**src/rtl/ex_stage.sv**
```systemverilog
// Execute stage: ALU, zero flag and branch target, registered as the EX/MEM boundary.
// Latency: single-cycle ops 1 cycle; MUL holds stall_out for 64 cycles and delivers on the 65th edge.
// Backpressure: stall_out (combinational) holds ID/EX during a multiply; flush kills the instruction and drops stall.
module ex_stage #(
  parameter int WIDTH = 64
) (
  input  logic             clock,
  input  logic             reset,
  input  logic             valid_in,
  input  logic             flush,
  input  logic [3:0]       alu_op,
  input  logic             alu_src,
  input  logic [WIDTH-1:0] PC_out_in,
  input  logic [WIDTH-1:0] read_data1_in,
  input  logic [WIDTH-1:0] read_data2_in,
  input  logic [WIDTH-1:0] sign_extended_in,
  output logic             stall_out,
  output logic             valid_out,
  output logic [WIDTH-1:0] alu_result_out,
  output logic             zero_out,
  output logic [WIDTH-1:0] PC_branch_out,
  output logic [WIDTH-1:0] read_data2_out
);

  localparam int SHW = $clog2(WIDTH);
  localparam logic [SHW-1:0] CNT_LAST = SHW'(WIDTH - 1);

  localparam logic [3:0] OP_AND  = 4'b0000;
  localparam logic [3:0] OP_OR   = 4'b0001;
  localparam logic [3:0] OP_ADD  = 4'b0010;
  localparam logic [3:0] OP_SUB  = 4'b0110;
  localparam logic [3:0] OP_PASS = 4'b0111;
  localparam logic [3:0] OP_NOR  = 4'b1100;
  localparam logic [3:0] OP_LSL  = 4'b0011;
  localparam logic [3:0] OP_LSR  = 4'b0100;
  localparam logic [3:0] OP_MUL  = 4'b1000;

  typedef enum logic {IDLE, BUSY} state_t;

  state_t           state, state_nxt;
  logic [SHW-1:0]   cnt, cnt_nxt;
  logic [WIDTH-1:0] mcand, mcand_nxt;
  logic [WIDTH-1:0] mplier, mplier_nxt;
  logic [WIDTH-1:0] acc, acc_nxt;
  logic [WIDTH-1:0] partial;

  logic [WIDTH-1:0] operand_b;
  logic [SHW-1:0]   shamt;
  logic [WIDTH-1:0] alu_value;

  logic             load;
  logic             valid_nxt;
  logic [WIDTH-1:0] result_nxt;

  assign operand_b = alu_src ? sign_extended_in : read_data2_in;
  assign shamt     = sign_extended_in[SHW-1:0];

  // MUL is never produced here; it goes through the iterative path.
  always_comb begin
    alu_value = '0;
    case (alu_op)
      OP_AND:  alu_value = read_data1_in & operand_b;
      OP_OR:   alu_value = read_data1_in | operand_b;
      OP_ADD:  alu_value = read_data1_in + operand_b;
      OP_SUB:  alu_value = read_data1_in - operand_b;
      OP_PASS: alu_value = operand_b;
      OP_NOR:  alu_value = ~(read_data1_in | operand_b);
      OP_LSL:  alu_value = read_data1_in << shamt;
      OP_LSR:  alu_value = read_data1_in >> shamt;
      default: alu_value = '0;
    endcase
  end

  assign partial = mplier[cnt] ? (mcand << cnt) : '0;

  always_comb begin
    state_nxt  = state;
    cnt_nxt    = cnt;
    mcand_nxt  = mcand;
    mplier_nxt = mplier;
    acc_nxt    = acc;
    stall_out  = 1'b0;
    load       = 1'b0;
    valid_nxt  = 1'b0;
    result_nxt = '0;

    if (flush) begin
      state_nxt = IDLE;
      cnt_nxt   = '0;
    end else begin
      case (state)
        IDLE: begin
          if (valid_in && alu_op == OP_MUL) begin
            stall_out  = 1'b1;
            state_nxt  = BUSY;
            cnt_nxt    = '0;
            acc_nxt    = '0;
            mcand_nxt  = read_data1_in;
            mplier_nxt = operand_b;
          end else begin
            load       = 1'b1;
            valid_nxt  = valid_in;
            result_nxt = alu_value;
          end
        end
        BUSY: begin
          acc_nxt = acc + partial;
          cnt_nxt = cnt + 1'b1;
          if (cnt == CNT_LAST) begin
            // ID/EX still holds the MUL, so PC and store data come straight from the inputs.
            load       = 1'b1;
            valid_nxt  = 1'b1;
            result_nxt = acc + partial;
            state_nxt  = IDLE;
          end else begin
            stall_out = 1'b1;
          end
        end
        default: state_nxt = IDLE;
      endcase
    end
  end

  always_ff @(posedge clock or posedge reset) begin
    if (reset) begin
      state  <= IDLE;
      cnt    <= '0;
      mcand  <= '0;
      mplier <= '0;
      acc    <= '0;
    end else begin
      state  <= state_nxt;
      cnt    <= cnt_nxt;
      mcand  <= mcand_nxt;
      mplier <= mplier_nxt;
      acc    <= acc_nxt;
    end
  end

  always_ff @(posedge clock or posedge reset) begin
    if (reset) begin
      valid_out      <= 1'b0;
      alu_result_out <= '0;
      zero_out       <= 1'b0;
      PC_branch_out  <= '0;
      read_data2_out <= '0;
    end else begin
      valid_out <= valid_nxt;
      if (load) begin
        alu_result_out <= result_nxt;
        zero_out       <= (result_nxt == '0);
        PC_branch_out  <= PC_out_in + (sign_extended_in << 2);
        read_data2_out <= read_data2_in;
      end
    end
  end

endmodule
```
**config.mk**
```make
export PLATFORM = sky130hd
export DESIGN_NAME = ex_stage
export DESIGN_NICKNAME = d
export VERILOG_FILES = /design/src/rtl/ex_stage.sv
export SDC_FILE = /design/constraint.sdc
export NUM_CORES = 2
export LEC_CHECK = 0
export CELL_PAD_IN_SITES_DETAIL_PLACEMENT = 1
export CELL_PAD_IN_SITES_GLOBAL_PLACEMENT = 2
export CORE_MARGIN = 2
export CORE_UTILIZATION = 39
export DETAILED_ROUTE_END_ITERATION = 10
export DONT_BUFFER_PORTS = 1
export PLACE_DENSITY = 0.9
export SETUP_SLACK_MARGIN = 0.5
export SYNTH_ARGS = -nofsm -noshare
export SYNTH_HDL_FRONTEND = slang
export SYNTH_SLANG_ARGS = --single-unit
export TNS_END_PERCENT = 10
```
**constraint.sdc**
```tcl
create_clock -name clock -period 15.6 [get_ports clock]
set_input_delay 0.78 -clock clock [delete_from_list [all_inputs] [get_ports clock]]
set_output_delay 0.78 -clock clock [all_outputs]
set_load 0.02 [all_outputs]
```
==> results.md <==
* Status: finished, violations left
* Failing checks: max-capacitance violations, max-slew violations
* Sequential share of the synthesized area at 0.2215
* Slew HR at -0.04321
* WL final at 275300 um
* Clk_lat worst skew at about 0.7 ns
* Final period util at 0.6395
* Post-DRT Antenna Nets at 0
* Leak at 0.01988 uW
* Setup bufs post-CTS at 0
* Crit path max-delay cell type: or4_1
* Minimum clock period after layout at 9.977 ns
* CTS Sinks at 393
* Total of max-cap violations at 2
* Clock Tree Buf Depth at 3
* CP arrival at 10.60 ns
* Actual slew at the worst max-slew pin at 1.548 ns
* Worst-path clk slew at 0.06 ns
* Critical path class: reg2reg
* Syn. warnings at 0
* Maximum clock frequency at 100.2 MHz
* GP Congestion at roughly 1.1
* Port bufs at 0
* Chip height at 341.4 um
* Startpoint type of the worst setup path: register
* CTS H-Tree Depth at 2
* Die area at around 0.12 mm^2
* Final hold vios at 0
* Post-synth EDFFs at 0
* Share of cells above drive strength 1 at 0.1079
* Num CTS Buffers at 51
* Yosys cell types at 98
* # rows at 123
* Worst Hold Class: in2async
* Avg Vias per Cell at roughly 7.2
* Total gr overflow at 0
* Avg Cell Area, Syn at 7.772 um^2
* Fin. max-slew vios at 9
* CTS tree: yes
* Crit-path max FO at between 40 and 50
* CTS Hold Bufs at 0
* DIE WIDTH at 341.4 um
* Required @ worst endpoint at 16.22 ns
* Total power draw at about 4300 uW
* Core region area at 0.1127 mm^2
* DP HPWL at 208200 um
* Worst ir drop on vdd at 81.20 uV
* Per-cell routed wire length at 39.29 um
* PD cells at between 90 and 100 mW/mm^2
* Setup crit end kind: register
* FILL cells at roughly 14000
* Top_reg_cell synth: dfrtp_1
* Final setup viols at 0
* Synth Register Bits at 393
* DRC viols at 0
* Post-Syn Area at between 0.04 and 0.05 mm^2
* Pre-Repair DR Iteration Count at 8
* Placed cells at 6888
* Final nets at 5900
* PostCTS Resize Cnt at 0
* Clock Tree Root: clkbuf_16
* Vias in the first global route at slightly below 50000
* First-pass GRT wire length at 381700 um
* Initial antenna violation count at 22
* GRT Util Overall at 0.4566
* Syn-to-layout area delta at 6.323%
* Setup TNS at 0 ns
* Largest net degree at the start of global routing at 172
* Initial Util at 0.3942
* Most used cell, CP: or4_1
* IO Pins at 460
* Syn nets at ~6200
* Post-synth ARST share at 1.000
* Crit-path cells: buf_4 -> buf_4 -> mux4_2 -> mux2i_1 -> nand2_1 -> o21ai_0 -> nor2_1 -> a21oi_1 -> nor2_1 -> ha_1 -> nand4_1 -> nor3_1 -> a21oi_1 -> a41oi_1 -> o21ai_0 -> o2111ai_1 -> or3b_1 -> a31oi_1 -> nand4_1 -> or4_1 -> or4_1 -> or4_1 -> nor3_1 -> a32o_2
* RSZ-0062 raised after global routing: false
* Mapped Cells at 5714
* Slowest Stage Delay on Critical Path at 0.71 ns
* Vias at 50420
* Non-filler instance count after layout at 7007
* Number of DRC markers in iteration 0 at 7341
* Post-Route Skew at roughly 0.043 ns
==> cell families (layout without fill, tap and decap cells) <==
family          count (synthesis)  after routing  share of synthesized area
compound gates               1729           1729                     0.2509
xor+xnor                      228            228                    0.04497
fa+ha+maj                     247            247                    0.06711
buf+inv                       549            312                    0.04962
flops                         393            393                     0.2215
mux                           580            580                     0.1694
other cells                     0             30                          0
simple gates                 1988           1988                     0.1966
==> per-stage QoR <==
| stage | hold WS [ns] | util | area [um^2] | worst slack [ns] |
|---|---|---|---|---|
| floorplan | 0.4446 | - | 44410 | 3.894 |
| global placement | 0.4567 | 0.4040 | 45510 | 6.252 |
| detailed placement | 0.4707 | 0.4040 | 45510 | 6.047 |
| CTS | 0.1263 | 0.4185 | 47140 | 6.093 |
| global route | 0.1507 | 0.4185 | 47140 | 5.338 |
| finish | 0.09914 | 0.4191 | 47220 | 5.623 |
==> area by class of cell <==
class | instances | area, um^2 | area share
Sequential cell | 393 | 9843 | 0.2085
Tap cell | 1500 | 1877 | 0.03975
Timing Repair Buffer | 126 | 958.4 | 0.02030
Clock buffer | 71 | 1463 | 0.03098
Multi-Input combinational cell | 4772 | 32450 | 0.6874
Antenna cell | 30 | 75.07 | 0.001590
Clock inverter | 18 | 170.2 | 0.003604
Inverter | 97 | 374.1 | 0.007923
==> per-layer routing <==
layer  GRT usage  vias up  share of wire
met5           0        -        0.00037
met4      0.3144       16          0.082
met3      0.1635      960           0.13
met2      0.6411     3679           0.40
met1      0.5815    25190           0.39
li1            -    20580              -
==> worst max-delay path: cells and delay by family, from the launching register on <==
| kind | cells | cell delay, ns |
|---|---|---|
| and+or+nand+nor | 11 | 3.71 |
| AOI/OAI and AO/OA | 8 | 2.91 |
| buffers and inverters | 2 | 1.17 |
| muxes | 2 | 0.88 |
| DFF | 1 | 0.70 |
| adders and majority gates | 1 | 0.48 |
==> state kept, by name, summed over array words and instances (netlist names) <==
signal          count
valid_out           1
mcand              64
read_data2_out     64
PC_branch_out      64
acc                64
state               1
zero_out            1
mplier             64
alu_result_out     64
cnt                 6
==> final timing paths <==
path                            slack, ns                end  cells past startpoint  startpoint
worst max-delay path                 5.62           zero_out                     24      cnt[0]
worst min-delay path                  0.1  PC_branch_out[62]                      1       reset
worst max register to register       5.62           zero_out                     24      cnt[0]
worst min register to register       0.48         mplier[58]                      2  mplier[58]
max in group asynchronous           13.06  alu_result_out[0]                      3       reset
min in group clock                   0.17          valid_out                      1       flush
==> synth_stat cells, drive strengths merged, types with 20 or more instances <==
master,count,area (um^2)
a31oi,66,412.9
nor2,462,1734
nand2b,51,319.1
maj3,53,530.5
a22o,56,490.5
a221oi,49,435.4
nor2b,39,244.0
a21oi,359,1797
and3,40,250.2
o21bai,34,255.2
xnor2,160,1401
xor2,68,595.6
nor4,20,125.1
o31ai,26,195.2
o221ai,24,210.2
o211ai,56,425.4
mux4,116,2613
o21a,29,217.7
or2,27,168.9
mux2i,268,2695
a21o,94,705.7
o21ai,495,2477
nand2,971,3645
clkbuf,323,1215
or3,27,168.9
a22oi,53,397.9
and2,21,131.4
mux2,196,2215
ha,191,2390
inv,96,360.3
nand3,92,460.4
dfrtp,393,9834
o22ai,106,663.1
nand4,60,375.4
buf,129,624.3
nor3,111,555.5
a211oi,95,713.2
==> layout by cell type, fill, tap and decap left out, types with 27 or more instances in the layout <==
master,netlist,layout
and3_1,40,40
dfrtp_1,393,390
a31oi_1,66,66
clkbuf_16,0,52
maj3_1,53,53
a22o_1,56,56
inv_1,92,90
diode_2,0,30
xor2_1,68,68
nand3_1,92,92
buf_4,9,125
a21o_1,94,94
nand2_1,971,969
nand2b_1,51,50
a21oi_1,359,359
or3_1,27,27
mux4_2,116,116
o211ai_1,55,55
nor2b_1,39,35
mux2_2,187,187
a22oi_1,53,53
nor3_1,111,108
o21bai_1,34,34
ha_1,191,191
mux2i_1,267,267
o21a_1,29,29
a211oi_1,95,94
nor2_1,462,458
o22ai_1,106,106
a221oi_1,48,48
nand4_1,60,60
o21ai_0,486,486
xnor2_1,160,160
==> power by group <==
group          internal (uW)  leakage (uW)  switching [uW]  total, uW
Sequential              1160       0.00507             245       1410
Combinational            569        0.0140            1090       1660
Clock                    683      0.000801             520       1200
Total                   2420        0.0199            1860       4270
Power figures use the tool's default switching activity.
